**config.mk**
```make
export PLATFORM = sky130hd
export DESIGN_NAME = cache_ram_ctrl
export DESIGN_NICKNAME = d
export VERILOG_FILES = /design/src/rtl/cache_ram_ctrl.sv
export SDC_FILE = /design/constraint.sdc
export NUM_CORES = 1
export LEC_CHECK = 0
export BUFFER_PORTS_ARGS = -buffer_cell sky130_fd_sc_hd__buf_4
export CAP_MARGIN = 10
export CORE_ASPECT_RATIO = 1.4
export CORE_MARGIN = 3
export CORE_UTILIZATION = 40
export DETAILED_ROUTE_END_ITERATION = 12
export PLACE_DENSITY = 0.66
export SETUP_SLACK_MARGIN = 0.5
export SLEW_MARGIN = 0
export SYNTH_ARGS = -nofsm -noshare
export SYNTH_HDL_FRONTEND = slang
export SYNTH_SLANG_ARGS = --single-unit
```
**constraint.sdc**
```tcl
create_clock -name i_clk -period 3.17 [get_ports i_clk]
set_input_delay 0 -clock i_clk [delete_from_list [all_inputs] [get_ports i_clk]]
set_output_delay 0 -clock i_clk [all_outputs]
set_load 0.05 [all_outputs]
```
**src/rtl/cache_ram_ctrl.sv**
```systemverilog
// rtl/cache_ram_ctrl.sv - write-side sequencer for one cache way's tag_ram and data_ram
module cache_ram_ctrl #(
    parameter int INDEX_WIDTH  = 7,
    parameter int TAG_WIDTH    = 20,
    parameter int OFFSET_WIDTH = 3
) (
    input  logic                              i_clk,
    input  logic                              i_rst,
    output logic                              o_init_done,
    input  logic                              i_refill_req,
    input  logic [INDEX_WIDTH-1:0]            i_refill_index,
    input  logic [TAG_WIDTH-1:0]              i_refill_tag,
    output logic                              o_refill_ack,
    input  logic                              i_beat_valid,
    input  logic [31:0]                       i_beat_data,
    output logic                              o_refill_done,
    input  logic                              i_inv_req,
    input  logic [INDEX_WIDTH-1:0]            i_inv_index,
    output logic                              o_inv_ready,
    input  logic                              i_st_req,
    input  logic [INDEX_WIDTH-1:0]            i_st_index,
    input  logic [OFFSET_WIDTH-1:0]           i_st_offset,
    input  logic [3:0]                        i_st_wbyteen,
    input  logic [31:0]                       i_st_wdata,
    output logic                              o_st_ready,
    output logic                              o_tag_wen,
    output logic [INDEX_WIDTH-1:0]            o_tag_waddr,
    output logic [TAG_WIDTH:0]                o_tag_wdata,
    output logic                              o_data_wen,
    output logic [3:0]                        o_data_wbyteen,
    output logic [INDEX_WIDTH+OFFSET_WIDTH-1:0] o_data_waddr,
    output logic [31:0]                       o_data_wdata
);

    typedef enum logic [1:0] {S_INIT, S_IDLE, S_REFILL, S_PUBLISH} state_t;

    state_t                               state_q;
    logic [INDEX_WIDTH:0]                 sweep_q;
    logic [INDEX_WIDTH-1:0]               idx_q;
    logic [TAG_WIDTH-1:0]                 tag_q;
    logic [OFFSET_WIDTH-1:0]              cnt_q;
    logic                                 init_done_q;
    logic                                 refill_done_q;
    logic                                 tag_wen_q;
    logic [INDEX_WIDTH-1:0]               tag_waddr_q;
    logic [TAG_WIDTH:0]                   tag_wdata_q;
    logic                                 data_wen_q;
    logic [3:0]                           data_wbyteen_q;
    logic [INDEX_WIDTH+OFFSET_WIDTH-1:0]  data_waddr_q;
    logic [31:0]                          data_wdata_q;

    assign o_refill_ack = (state_q == S_IDLE) & i_refill_req;
    assign o_inv_ready  = (state_q == S_IDLE) & ~i_refill_req;
    assign o_st_ready   = (state_q == S_IDLE) & ~i_refill_req & ~i_inv_req;

    assign o_init_done    = init_done_q;
    assign o_refill_done  = refill_done_q;
    assign o_tag_wen      = tag_wen_q;
    assign o_tag_waddr    = tag_waddr_q;
    assign o_tag_wdata    = tag_wdata_q;
    assign o_data_wen     = data_wen_q;
    assign o_data_wbyteen = data_wbyteen_q;
    assign o_data_waddr   = data_waddr_q;
    assign o_data_wdata   = data_wdata_q;

    always_ff @(posedge i_clk) begin
        if (i_rst) begin
            state_q        <= S_INIT;
            sweep_q        <= '0;
            idx_q          <= '0;
            tag_q          <= '0;
            cnt_q          <= '0;
            init_done_q    <= 1'b0;
            refill_done_q  <= 1'b0;
            tag_wen_q      <= 1'b0;
            tag_waddr_q    <= '0;
            tag_wdata_q    <= '0;
            data_wen_q     <= 1'b0;
            data_wbyteen_q <= '0;
            data_waddr_q   <= '0;
            data_wdata_q   <= '0;
        end else begin
            tag_wen_q     <= 1'b0;
            data_wen_q    <= 1'b0;
            refill_done_q <= 1'b0;
            case (state_q)
                // Extra sweep bit holds INIT one cycle past the last clear so
                // init_done rises only after that write is on the port.
                S_INIT: begin
                    if (sweep_q[INDEX_WIDTH]) begin
                        state_q     <= S_IDLE;
                        init_done_q <= 1'b1;
                    end else begin
                        tag_wen_q   <= 1'b1;
                        tag_waddr_q <= sweep_q[INDEX_WIDTH-1:0];
                        tag_wdata_q <= '0;
                        sweep_q     <= sweep_q + 1'b1;
                    end
                end
                S_IDLE: begin
                    if (i_refill_req) begin
                        idx_q       <= i_refill_index;
                        tag_q       <= i_refill_tag;
                        cnt_q       <= '0;
                        tag_wen_q   <= 1'b1;
                        tag_waddr_q <= i_refill_index;
                        tag_wdata_q <= {1'b0, i_refill_tag};
                        state_q     <= S_REFILL;
                    end else if (i_inv_req) begin
                        tag_wen_q   <= 1'b1;
                        tag_waddr_q <= i_inv_index;
                        tag_wdata_q <= '0;
                    end else if (i_st_req) begin
                        data_wen_q     <= 1'b1;
                        data_wbyteen_q <= i_st_wbyteen;
                        data_waddr_q   <= {i_st_index, i_st_offset};
                        data_wdata_q   <= i_st_wdata;
                    end
                end
                S_REFILL: begin
                    if (i_beat_valid) begin
                        data_wen_q     <= 1'b1;
                        data_wbyteen_q <= 4'hF;
                        data_waddr_q   <= {idx_q, cnt_q};
                        data_wdata_q   <= i_beat_data;
                        cnt_q          <= cnt_q + 1'b1;
                        if (cnt_q == '1) begin
                            state_q <= S_PUBLISH;
                        end
                    end
                end
                S_PUBLISH: begin
                    tag_wen_q     <= 1'b1;
                    tag_waddr_q   <= idx_q;
                    tag_wdata_q   <= {1'b1, tag_q};
                    refill_done_q <= 1'b1;
                    state_q       <= S_IDLE;
                end
                default: state_q <= S_INIT;
            endcase
        end
    end

endmodule
```
Word level (Yosys, flattened, before mapping)

Cells that the tools add are included.
Widths: inputs -> output; s select.

Output and inout port bits: 81
Memories: 0
Bits in registers: 118
Latch bits: 0
Memory bits (read-only): 0
Bits in writable memories: 0

$lt $le $gt $ge: 0
Shift operators: 0
Bitwise operators: 6
Eq/ne operators: 13
Mux-type cells: 42
Add/subtract/negate cells: 2
Div/mod/pow operators: 0
Multipliers: 0
Reductions and logical operators: 10

Operator list:

| operator            | count |
|---|---|
| $mux 32             | 4 |
| $pmux 32 s2         | 1 |
| $mux 21             | 3 |
| $pmux 21 s3         | 1 |
| $mux 10             | 4 |
| $mux 7              | 3 |
| $pmux 7 s3          | 1 |
| $pmux 10 s2         | 1 |
| $mux 4              | 4 |
| $ne 2x2->1 const B  | 8 |
| $add 8x1->8 const B | 1 |
| $mux 1              | 8 |
| $mux 2              | 4 |
| $mux 8              | 1 |
| $pmux 2 s4          | 1 |
| $pmux 4 s2          | 1 |
| $mux 3              | 2 |
| $pmux 3 s2          | 1 |
| $reduce_and 2->1    | 3 |
| $reduce_and 3->1    | 2 |
| $reduce_and 5->1    | 1 |
| $eq 2x2->1 const B  | 2 |
| $reduce_and 4->1    | 1 |
| $add 3x1->3 const B | 1 |
| 10 further kinds    | 14 |

Longest topological paths before layout

Depth after elaboration: 4
Gate-level depth with buffers: 8
Depth with buffers taken out: 6

Least setup slack after synthesis

OpenSTA, ideal clock, no wires.

Kind: reg2reg
From: register state_q[1]
To: register tag_q[6]
Slack: 1.355 ns
Buffers on the path: 1
Cell stages (with the launch flop): 8
Data arrival time: 1.744 ns
Cell sequence: dfxtp_1 inv_1 ha_1 nand2_1 inv_1 clkbuf_1 nand2_1 a21oi_1

Word-level cells in the longest chain between the ends: 2

Ends and longest elaborated chain:

| item                       | RTL line | source |
|---|---|---|
| from (decl)                | 37       | `state_t state_q;` |
| from (signal assigned)     | 68       | `state_q <= S_INIT;` |
| from (signal assigned)     | 91       | `state_q <= S_IDLE;` |
| from (signal assigned)     | 108      | `state_q <= S_REFILL;` |
| $eq 2x1->1                 | 86       | `case (state_q)` |
| $reduce_and 2->1 (no line) | -        |  |
| to (signal assigned)       | 103      | `tag_q <= i_refill_tag;` |
| to (decl)                  | 40       | `logic [TAG_WIDTH-1:0] tag_q;` |

Every way passes these cells.
A chain may end at the register's enable or synchronous reset.

Worst setup path after layout

From: register state_q[1]
To: register data_wdata_q[2], in the netlist o_data_wdata[2]

Word-level cells in the longest chain between the ends: 3
Elaborated cells between the ends (all ways): 9
Classes of those cells: 6 x eq/ne; 1 x mux; 2 x reduce/logical

Ends and longest elaborated chain:

| item                                                      | RTL line | source |
|---|---|---|
| $eq 2x1->1 or $eq 2x2->1 (tied branches)                  | 86       |  |
| $ne 2x2->1 (no line) or $reduce_bool 2->1 (tied branches) | -        |  |
| $reduce_and 5->1 (no line)                                | -        |  |
| to (signal assigned)                                      | 117      | `data_wdata_q <= i_st_wdata;` |
| to (signal assigned)                                      | 125      | `data_wdata_q <= i_beat_data;` |
| to (decl)                                                 | 50       | `logic [31:0] data_wdata_q;` |

Parallel ways exist; a longest one is shown, timed or not.

==> flow_summary.ini <==
[pwr]
switching_share = 0.333
power_switching_mw = 1.68
vdd_drop_max_v = 0.000347
finalPower_mw = 5.04
power_density_nw_per_um2 = 553
intPower_mw = 3.36
p_clk_frac = 0.356
combPwrFrac = 0.303
power_frac_seq = 0.341
power.leakage_nw = 3.86

[timing]
skew_ps = 5.93
fmax_ghz = 0.418
drv_slew = 0
slew_headroom = 0.407
hold_viol_final = 0
setup_slack_ps = 779
tns_ps = 0
grt_setup_unrepaired = no
fin_crit_sh = 0.754
fin_crit_ps = 2390
max_slew.worst_pin.slew_ps = 890
setup_violations = 0

[final_layout]
fillers = 1154
seqCellArea_sq_um = 2360
multi_input_area_sq_um = 3350
diodes = 0
drive_above_1_share = 0.319
layout_commonest_cell = buf_4
final_cell_mix = buf_4, dfxtp_1, dlygate4sd3_1
area_growth_pct = 51.0
nets = 1046

[floorplanning]
start_util = 0.412
rows = 52
ioPinCount = 199
die_area_sq_um = 16600
die_h_microns = 151
dieWidth_microns = 110
core_area_sq_um = 14600

[clocking]
cts_tree = done
clock_latency_ps = 410
cts_buffer_depth = 2
holdBufCountCts = 98
post-cts-setup-buffer-count = 0
clockRootBuffer = clkbuf_16
clk_pin_slew_ps = 60
post_cts_resized = 0
clkSinkCount = 118
numCtsBuffers = 17
cts_max_level = 4

[global_routing]
track_usage = 0.220
grt_pass1_wl_mm = 29.0
antenna_found_initial = 0
grt_pass1_vias = 5871
grt_start_max_net_pins = 131
gr-total-overflow = 0

[setup_path]
path_cells = inv_1 > ha_1 > mux2i_1 > a221o_2 > buf_4 > mux2_2
r2r_slack_ps = 780
critPathBufInv = 2
cp.required_ps = 3470
r2r_cells = 6
start_kind = flop
cp.arrival_ps = 2690
end_kind = flop
max_stage_delay_ps = 630
cpMaxStageDelayCell = buf_4
reg2reg_from = state_q[1]$_SDFFE_PP0P_
path_max_fanout = 46
crit_path_end = o_data_wdata[2]$_SDFFE_PP0P_
critical_path_class = reg -> reg
startpoint = state_q[1]$_SDFFE_PP0P_
crit_cells = 6
critPathTopFamily = buffers and inverters
rr_endpoint = o_data_wdata[2]$_SDFFE_PP0P_

[synthesis]
yosysTopAreaCellShare = 0.391
ys_types = 44
postSynthCellCount = 652
synth_top_area_cell = dfxtp_1
synth-edff-count = 0
async_flop_share = 0
synth_nets = 780
netlist_area_sq_um = 6040
yosys_warnings = 0
ys_seq_elements = 118
avgSynthCellArea_sq_um = 9.26
synth_ff_type = dfxtp_1
synthTopCellsByArea = dfxtp_1, mux2_4, mux2i_1, nor2b_1, a21oi_1
ys_seq_area_frac = 0.391

[drt]
drc = 0
avgRoutedWirePerCell_microns = 16.8
vias = 5829
dr.first_iter.drc_count = 351
routed_via_density = 5.20
first_pass_iters = 7
wl_mm = 18.8
ant_nets = 0

[place]
globalplace.congestion = 0.759
dp_hpwl_mm = 12.0
place_ws_ps = 787
port_buffers = 198

[run]
cap_violations = 0

[status]
outcome = finished clean

[worst_hold_path]
min_path_type = in -> reg
==> tightest hold or removal path, delay by kind of cell <==
| kind | cells | cell delay [ps] |
|---|---|---|
| multiplexers | 2 | 200 |
| AND/OR/NAND/NOR | 1 | 110 |
| buffers and inverters | 1 | 80 |
==> cell usage after synthesis (5+ instances only) <==
| cell type | instances |
|---|---|
| dfxtp_1 | 118 |
| nand2_1 | 60 |
| a21oi_1 | 55 |
| nor2_1 | 52 |
| mux2i_1 | 48 |
| nor2b_1 | 48 |
| mux2_4 | 36 |
| clkbuf_1 | 31 |
| buf_2 | 20 |
| a32o_1 | 19 |
| o2111ai_1 | 19 |
| o21ai_0 | 19 |
| mux2_2 | 17 |
| nand2b_1 | 17 |
| inv_1 | 12 |
| ha_1 | 10 |
| or4_1 | 9 |
| a22oi_1 | 8 |
| nor3_1 | 8 |
| o32ai_1 | 7 |
| buf_6 | 5 |
==> per-stage QoR <==
stage	std cells	utilization	hold WS [ps]	cell area, sq um
floorplan	652	-	136	6040
global placement	989	0.516	259	7560
detailed placement	989	0.516	267	7560
CTS	1119	0.621	0.635	9090
global route	1120	0.623	21.8	9120
finish	1120	0.623	5.10	9120
==> sequential cells by signal (all words and copies together) (netlist names) <==
name and flops:
o_tag_waddr 7, sweep_q 8, idx_q 7, o_refill_done 1, o_data_wen 1, cnt_q 3, state_q 2, o_data_wdata 32
o_tag_wdata 21, o_data_wbyteen 4, o_data_waddr 10, o_init_done 1, o_tag_wen 1, tag_q 20
==> how the worst min path moves through the flow <==
stage / startpoint / endpoint / cells past startpoint
floorplan: i_refill_tag[0] / tag_q[0]$_SDFFE_PP0P_ / 2
global placement: i_refill_tag[5] / tag_q[5]$_SDFFE_PP0P_ / 3
detailed placement: i_refill_tag[9] / tag_q[9]$_SDFFE_PP0P_ / 3
CTS: i_beat_data[30] / o_data_wdata[30]$_SDFFE_PP0P_ / 4
global route: i_st_index[3] / o_data_waddr[6]$_SDFFE_PP0P_ / 4
finish: i_st_wdata[4] / o_data_wdata[4]$_SDFFE_PP0P_ / 4
==> kinds of logic (layout without fill, tap and decap cells) <==
kind of cell	Yosys count	after routing	share of synthesized area
AND/OR/NAND/NOR	205	205	0.167
AO/OA/AOI/OAI	144	144	0.162
flip-flops	118	118	0.391
multiplexers	101	101	0.201
buffers and inverters	72	351	0.0558
adder cells (fa/ha/maj)	10	10	0.0207
XOR/XNOR	2	2	0.00290
==> area by class of cell <==
| type | instances | area share |
|---|---|---|
| clock inverter | 12 | 0.0115 |
| multi-input combinational | 462 | 0.368 |
| timing repair buffer | 307 | 0.282 |
| clock buffer | 20 | 0.0490 |
| inverter | 12 | 0.00494 |
| sequential | 118 | 0.259 |
| tap | 189 | 0.0259 |
==> power by group through the flow <==
| stage | combinational (mW) | sequential, mW | clock (mW) |
|---|---|---|---|
| CTS | 1.52 | 1.72 | 1.84 |
| detailed placement | 1.42 | 1.75 | 0 |
| finish | 1.53 | 1.72 | 1.80 |
| global placement | 1.39 | 1.74 | 0 |
| global route | 1.62 | 1.74 | 1.92 |
| floorplan | 0.662 | 2.09 | 0 |
==> per-layer routing <==
layer / vias up / GRT usage / wire length, microns
met2: 241 / 0.379 / 9280
met3: 29 / 0.0571 / 1510
met5: - / 0 / 0
li1: 2849 / - / -
met4: 0 / 0.0761 / 340
met1: 2710 / 0.262 / 7710
Note: power is estimated with default switching activity, not from simulation.
